File: config.mk
export PLATFORM = sky130hd
export DESIGN_NAME = signal_reduction
export DESIGN_NICKNAME = d
export VERILOG_FILES = /design/src/rtl/signal_reduction.sv
export SDC_FILE = /design/constraint.sdc
export NUM_CORES = 1
export LEC_CHECK = 0
export CORE_UTILIZATION = 40
export DETAILED_ROUTE_END_ITERATION = 16
export HOLD_SLACK_MARGIN = 0.06
export PLACE_DENSITY = 0.68
export SLEW_MARGIN = 20
export SYNTH_ARGS = -nofsm -noshare
export SYNTH_HDL_FRONTEND = slang
export SYNTH_SLANG_ARGS = --single-unit
File: constraint.sdc
create_clock -name clk -period 5.1 [get_ports clk]
set_input_delay 1.02 -clock clk [delete_from_list [all_inputs] [get_ports clk]]
set_output_delay 1.02 -clock clk [all_outputs]
set_load 0.02 [all_outputs]
File: src/rtl/signal_reduction.sv
// Narrows a DB-bit signed datapath word to an AB-bit signed address/immediate,
// flagging words that do not fit and either saturating or wrapping them.
module signal_reduction #(
  parameter int AB    = 11,
  parameter int DB    = 16,
  parameter int CNT_W = 8
) (
  input  logic             clk,
  input  logic             reset,
  input  logic             in_valid,
  output logic             in_ready,
  input  logic [DB-1:0]    in_data,
  input  logic             sat_en,
  output logic             out_valid,
  input  logic             out_ready,
  output logic [AB-1:0]    out_data,
  output logic             out_ovf,
  output logic             ovf_sticky,
  output logic [CNT_W-1:0] ovf_count,
  input  logic             clr_stat
);

  function automatic logic fits_f(input logic signed [DB-1:0] x);
    logic [DB-AB:0] top;
    top = x[DB-1:AB-1];
    return (&top) | ~(|top);
  endfunction

  function automatic logic [AB-1:0] narrow_f(input logic signed [DB-1:0] x, input logic sat);
    if (fits_f(x) || !sat)
      return x[AB-1:0];
    else if (x[DB-1])
      return {1'b1, {(AB-1){1'b0}}};
    else
      return {1'b0, {(AB-1){1'b1}}};
  endfunction

  // Stage p0: combinational fit test and narrowing of the incoming word
  logic signed [DB-1:0] in_word_p0;
  logic        [AB-1:0] res_data_p0;
  logic                 res_ovf_p0;
  logic                 push, pop;

  assign in_word_p0  = in_data;
  assign res_ovf_p0  = ~fits_f(in_word_p0);
  assign res_data_p0 = narrow_f(in_word_p0, sat_en);

  // Stage p1: two-entry output buffer; head drives the outputs directly
  logic [1:0]       count_q, count_d;
  logic [AB-1:0]    head_data_q, head_data_d, tail_data_q, tail_data_d;
  logic             head_ovf_q, head_ovf_d, tail_ovf_q, tail_ovf_d;
  logic             sticky_q, sticky_d;
  logic [CNT_W-1:0] cnt_q, cnt_d;

  assign in_ready  = !reset && (count_q != 2'd2);
  assign out_valid = (count_q != 2'd0);
  assign push      = in_valid & in_ready;
  assign pop       = out_valid & out_ready;

  always_comb begin
    count_d     = count_q;
    head_data_d = head_data_q;
    head_ovf_d  = head_ovf_q;
    tail_data_d = tail_data_q;
    tail_ovf_d  = tail_ovf_q;
    if (push && !pop) begin
      count_d = count_q + 2'd1;
      if (count_q == 2'd0) begin
        head_data_d = res_data_p0;
        head_ovf_d  = res_ovf_p0;
      end else begin
        tail_data_d = res_data_p0;
        tail_ovf_d  = res_ovf_p0;
      end
    end else if (pop && !push) begin
      count_d = count_q - 2'd1;
      if (count_q == 2'd2) begin
        head_data_d = tail_data_q;
        head_ovf_d  = tail_ovf_q;
      end
    end else if (push && pop) begin
      // Only reachable with one entry: the new word replaces the departing head.
      head_data_d = res_data_p0;
      head_ovf_d  = res_ovf_p0;
    end
  end

  always_comb begin
    sticky_d = sticky_q;
    cnt_d    = cnt_q;
    if (clr_stat) begin
      sticky_d = 1'b0;
      cnt_d    = '0;
    end else if (push && res_ovf_p0) begin
      sticky_d = 1'b1;
      cnt_d    = (cnt_q == {CNT_W{1'b1}}) ? cnt_q : cnt_q + 1'b1;
    end
  end

  always_ff @(posedge clk) begin
    if (reset) begin
      count_q     <= 2'd0;
      head_data_q <= '0;
      head_ovf_q  <= 1'b0;
      sticky_q    <= 1'b0;
      cnt_q       <= '0;
    end else begin
      count_q     <= count_d;
      head_data_q <= head_data_d;
      head_ovf_q  <= head_ovf_d;
      sticky_q    <= sticky_d;
      cnt_q       <= cnt_d;
    end
  end

  always_ff @(posedge clk) begin
    tail_data_q <= tail_data_d;
    tail_ovf_q  <= tail_ovf_d;
  end

  assign out_data   = head_data_q;
  assign out_ovf    = head_ovf_q;
  assign ovf_sticky = sticky_q;
  assign ovf_count  = cnt_q;

endmodule

==> flow_metrics.env <==
export IMPL_vias_per_cell=5.32
export IMPL_clock_path_buffers=2
export IMPL_powerDensity_nw_per_um2=406
export IMPL_fin_tns_setup_ns=0
export IMPL_grt_pass1_vias=1447
export IMPL_ys_flop_type="dfxtp_1"
export IMPL_num_nets_final=245
export IMPL_startpoint_type="primary input"
export IMPL_slew_violations=0
export IMPL_finalHoldViolCount=0
export IMPL_place_congestion=0.843
export IMPL_portBuffers=44
export IMPL_cts_buffers=5
export IMPL_hold_ws_ns=0.498
export IMPL_synth_edf_count=12
export IMPL_detail_route_iter0_violations=68
export IMPL_synthToLayoutAreaGrowth_pct=31.1
export IMPL_syn_nets=199
export IMPL_pin_count=45
export IMPL_initial_core_util_pct=43.1
export IMPL_clock_latency_ns=0.29
export IMPL_die_w_um=68.9
export IMPL_leakage_nw=0.884
export IMPL_met2_length_um=2030
export IMPL_h_tree_depth=2
export IMPL_fillers=382
export IMPL_cp_data_arrival_time_ns=3.84
export IMPL_final_util_pct=56.6
export IMPL_fin_crit_ns=3.70
export IMPL_grt_overflow_total=0
export IMPL_vias=1432
export IMPL_cts_hold_buf=0
export IMPL_clkSinkCount=35
export IMPL_hold_class="reg2reg"
export IMPL_rows=23
export IMPL_dp_slack_ns=1.11
export IMPL_fp_dieH_um=68.9
export IMPL_most_common_layout_cells="44 x clkdlybuf4s50_1, 31 x nor2_1, 29 x nand2_1, 23 x dfxtp_1, 12 x edfxtp_1"
export IMPL_setup_violations=0
export IMPL_worst_slew_pin_slew_ns=0.612
export IMPL_synth_seq_cells=35
export IMPL_wl_met3_um=229
export IMPL_cts_tree="built"
export IMPL_drt_wl_total_um=4020
export IMPL_top_layer_used="met4"
export IMPL_worst_setup_path_end_kind="flip-flop"
export IMPL_avgRoutedWirePerCell_um=15.0
export IMPL_synth_avg_cell_area_um2=10.4
export IMPL_syn_inst=172
export IMPL_critPathMaxFanout=18
export IMPL_maxCapViolCount=0
export IMPL_drc_errors=0
export IMPL_cp_required_ns=5.24
export IMPL_die_area_um2=4740
export IMPL_status="completed"
export IMPL_critPathTopFamily="simple AND/OR/NAND/NOR gates"
export IMPL_grt_pass1_wl_um=6660
export IMPL_wl_met1_um=1680
export IMPL_root_buffer="clkbuf_8"
export IMPL_cp_buffers_inverters=3
export IMPL_setup_worst_path_class="in2reg"
export IMPL_drtAntennaViolNets=0
export IMPL_antenna_found_initial=0
export IMPL_yosysWarnings=0
export IMPL_hpwl_um=3070
export IMPL_yosysSeqAreaShare_pct=45.9
export IMPL_track_usage_pct=19.7
export IMPL_layout_worst_path_cycle_share_pct=72.5
export IMPL_cp_slowest_stage_delay_ns=0.60
export IMPL_layout_drive_gt1_share_pct=15.1
export IMPL_synthArstFlopShare_pct=0
export IMPL_fin_ws_ns=1.40
export IMPL_clock_skew_ns=0.00630
export IMPL_rsz0062_at_grt="no"
export IMPL_path_cells="clkdlybuf4s50_1 > buf_4 > nand3b_4 > inv_1 > ha_1 > mux2_4 > o22a_4 > nor2_4 > and3_1 > a2111oi_2"
export IMPL_ctsResizeCount=0
export IMPL_path_clk_slew_ns=0.07
export IMPL_dr_pass1_iters=4
export IMPL_antenna_cells=0
export IMPL_final_common_cell="clkdlybuf4s50_1"
export IMPL_grt_start_max_net_pins=19
export IMPL_fmax_mhz=270
export IMPL_vdd_drop_max_uv=160
export IMPL_cpMaxStageDelayCell="and3_1"
export IMPL_synth_area_um2=1790
export IMPL_coreArea_um2=4140
export IMPL_post_cts_buffers=0
export IMPL_max_slew_margin_pct=59.2
export IMPL_synth_cell_types=43
path summary, 6_finish.rpt:
path	startpoint	end	slack, ns	depth (start not counted)
max	reset	out_data[5]	1.40	10
min	ovf_sticky	ovf_sticky	0.50	2
max reg2reg	count_q[1]	out_data[5]	2.23	9
min reg2reg	ovf_sticky	ovf_sticky	0.50	2
flip-flops by register name, indices dropped and copies added (netlist names):
name,count
out_data,11
ovf_sticky,1
count_q,2
tail_ovf_q,1
tail_data_q,11
out_ovf,1
ovf_count,8
synth_stat cells (2+ instances only):
| master | count | area (um^2) |
|---|---|---|
| xnor2_1 | 5 | 43.8 |
| a21oi_1 | 4 | 20.0 |
| a2111oi_2 | 10 | 150 |
| or2_2 | 2 | 12.5 |
| dfxtp_1 | 23 | 460 |
| nor4_1 | 2 | 12.5 |
| nand3_1 | 5 | 25.0 |
| edfxtp_1 | 12 | 360 |
| nand2_1 | 29 | 109 |
| nor2_1 | 31 | 116 |
| and2_1 | 3 | 18.8 |
| mux2i_1 | 2 | 20.0 |
| and3_1 | 2 | 12.5 |
| nor4_4 | 2 | 42.5 |
| ha_1 | 5 | 62.6 |
| o21ai_0 | 2 | 10.0 |
| inv_1 | 3 | 11.3 |
| buf_6 | 2 | 22.5 |
| nor2b_1 | 2 | 12.5 |
| clkbuf_1 | 3 | 11.3 |
area by class of cell:
| type | count | area [um^2] | share of cell area, % |
|---|---|---|---|
| clock buffer | 5 | 68.8 | 2.93 |
| clock inverter | 3 | 15.0 | 0.640 |
| inverter | 4 | 17.5 | 0.747 |
| multi-input combinational | 127 | 912 | 38.9 |
| sequential | 35 | 821 | 35.0 |
| tap | 50 | 62.6 | 2.67 |
| timing repair buffer | 45 | 448 | 19.1 |
worst min-delay path: cells and delay by family (launching register included):
family	cells	cell delay, ns
flops	1	0.34
simple gates	1	0.08
compound gates	1	0.05
where the power goes:
group	total [mW]	internal [mW]	leakage, nW	switching [mW]
sequential	0.373	0.341	0.296	0.0313
clock	0.192	0.0933	0.0477	0.0982
combinational	0.388	0.181	0.541	0.207
total	0.952	0.615	0.884	0.337
layer usage:
metal	track usage (%)	up-vias
li1	-	702
met5	0	-
met2	35.4	47
met1	21.2	672
met4	8.93	0
met3	5.59	11
logic make-up (layout without fill, tap and decap cells):
family	count (synthesis)	in the layout	synth area share, %
flops	35	35	45.9
simple gates	86	86	24.6
buf+inv	10	57	3.08
mux	4	4	2.59
compound gates	26	26	17.4
xor+xnor	6	6	2.94
fa+ha+maj	5	5	3.50
per-stage QoR:
step                total power [mW]  instance area, um^2  std cells
floorplan                      0.643                 1790        172
global placement               0.754                 2260        261
detailed placement             0.769                 2260        261
CTS                            0.961                 2340        269
global route                    1.01                 2340        269
finish                         0.952                 2340        269
Note: power is estimated with default switching activity, not from simulation.
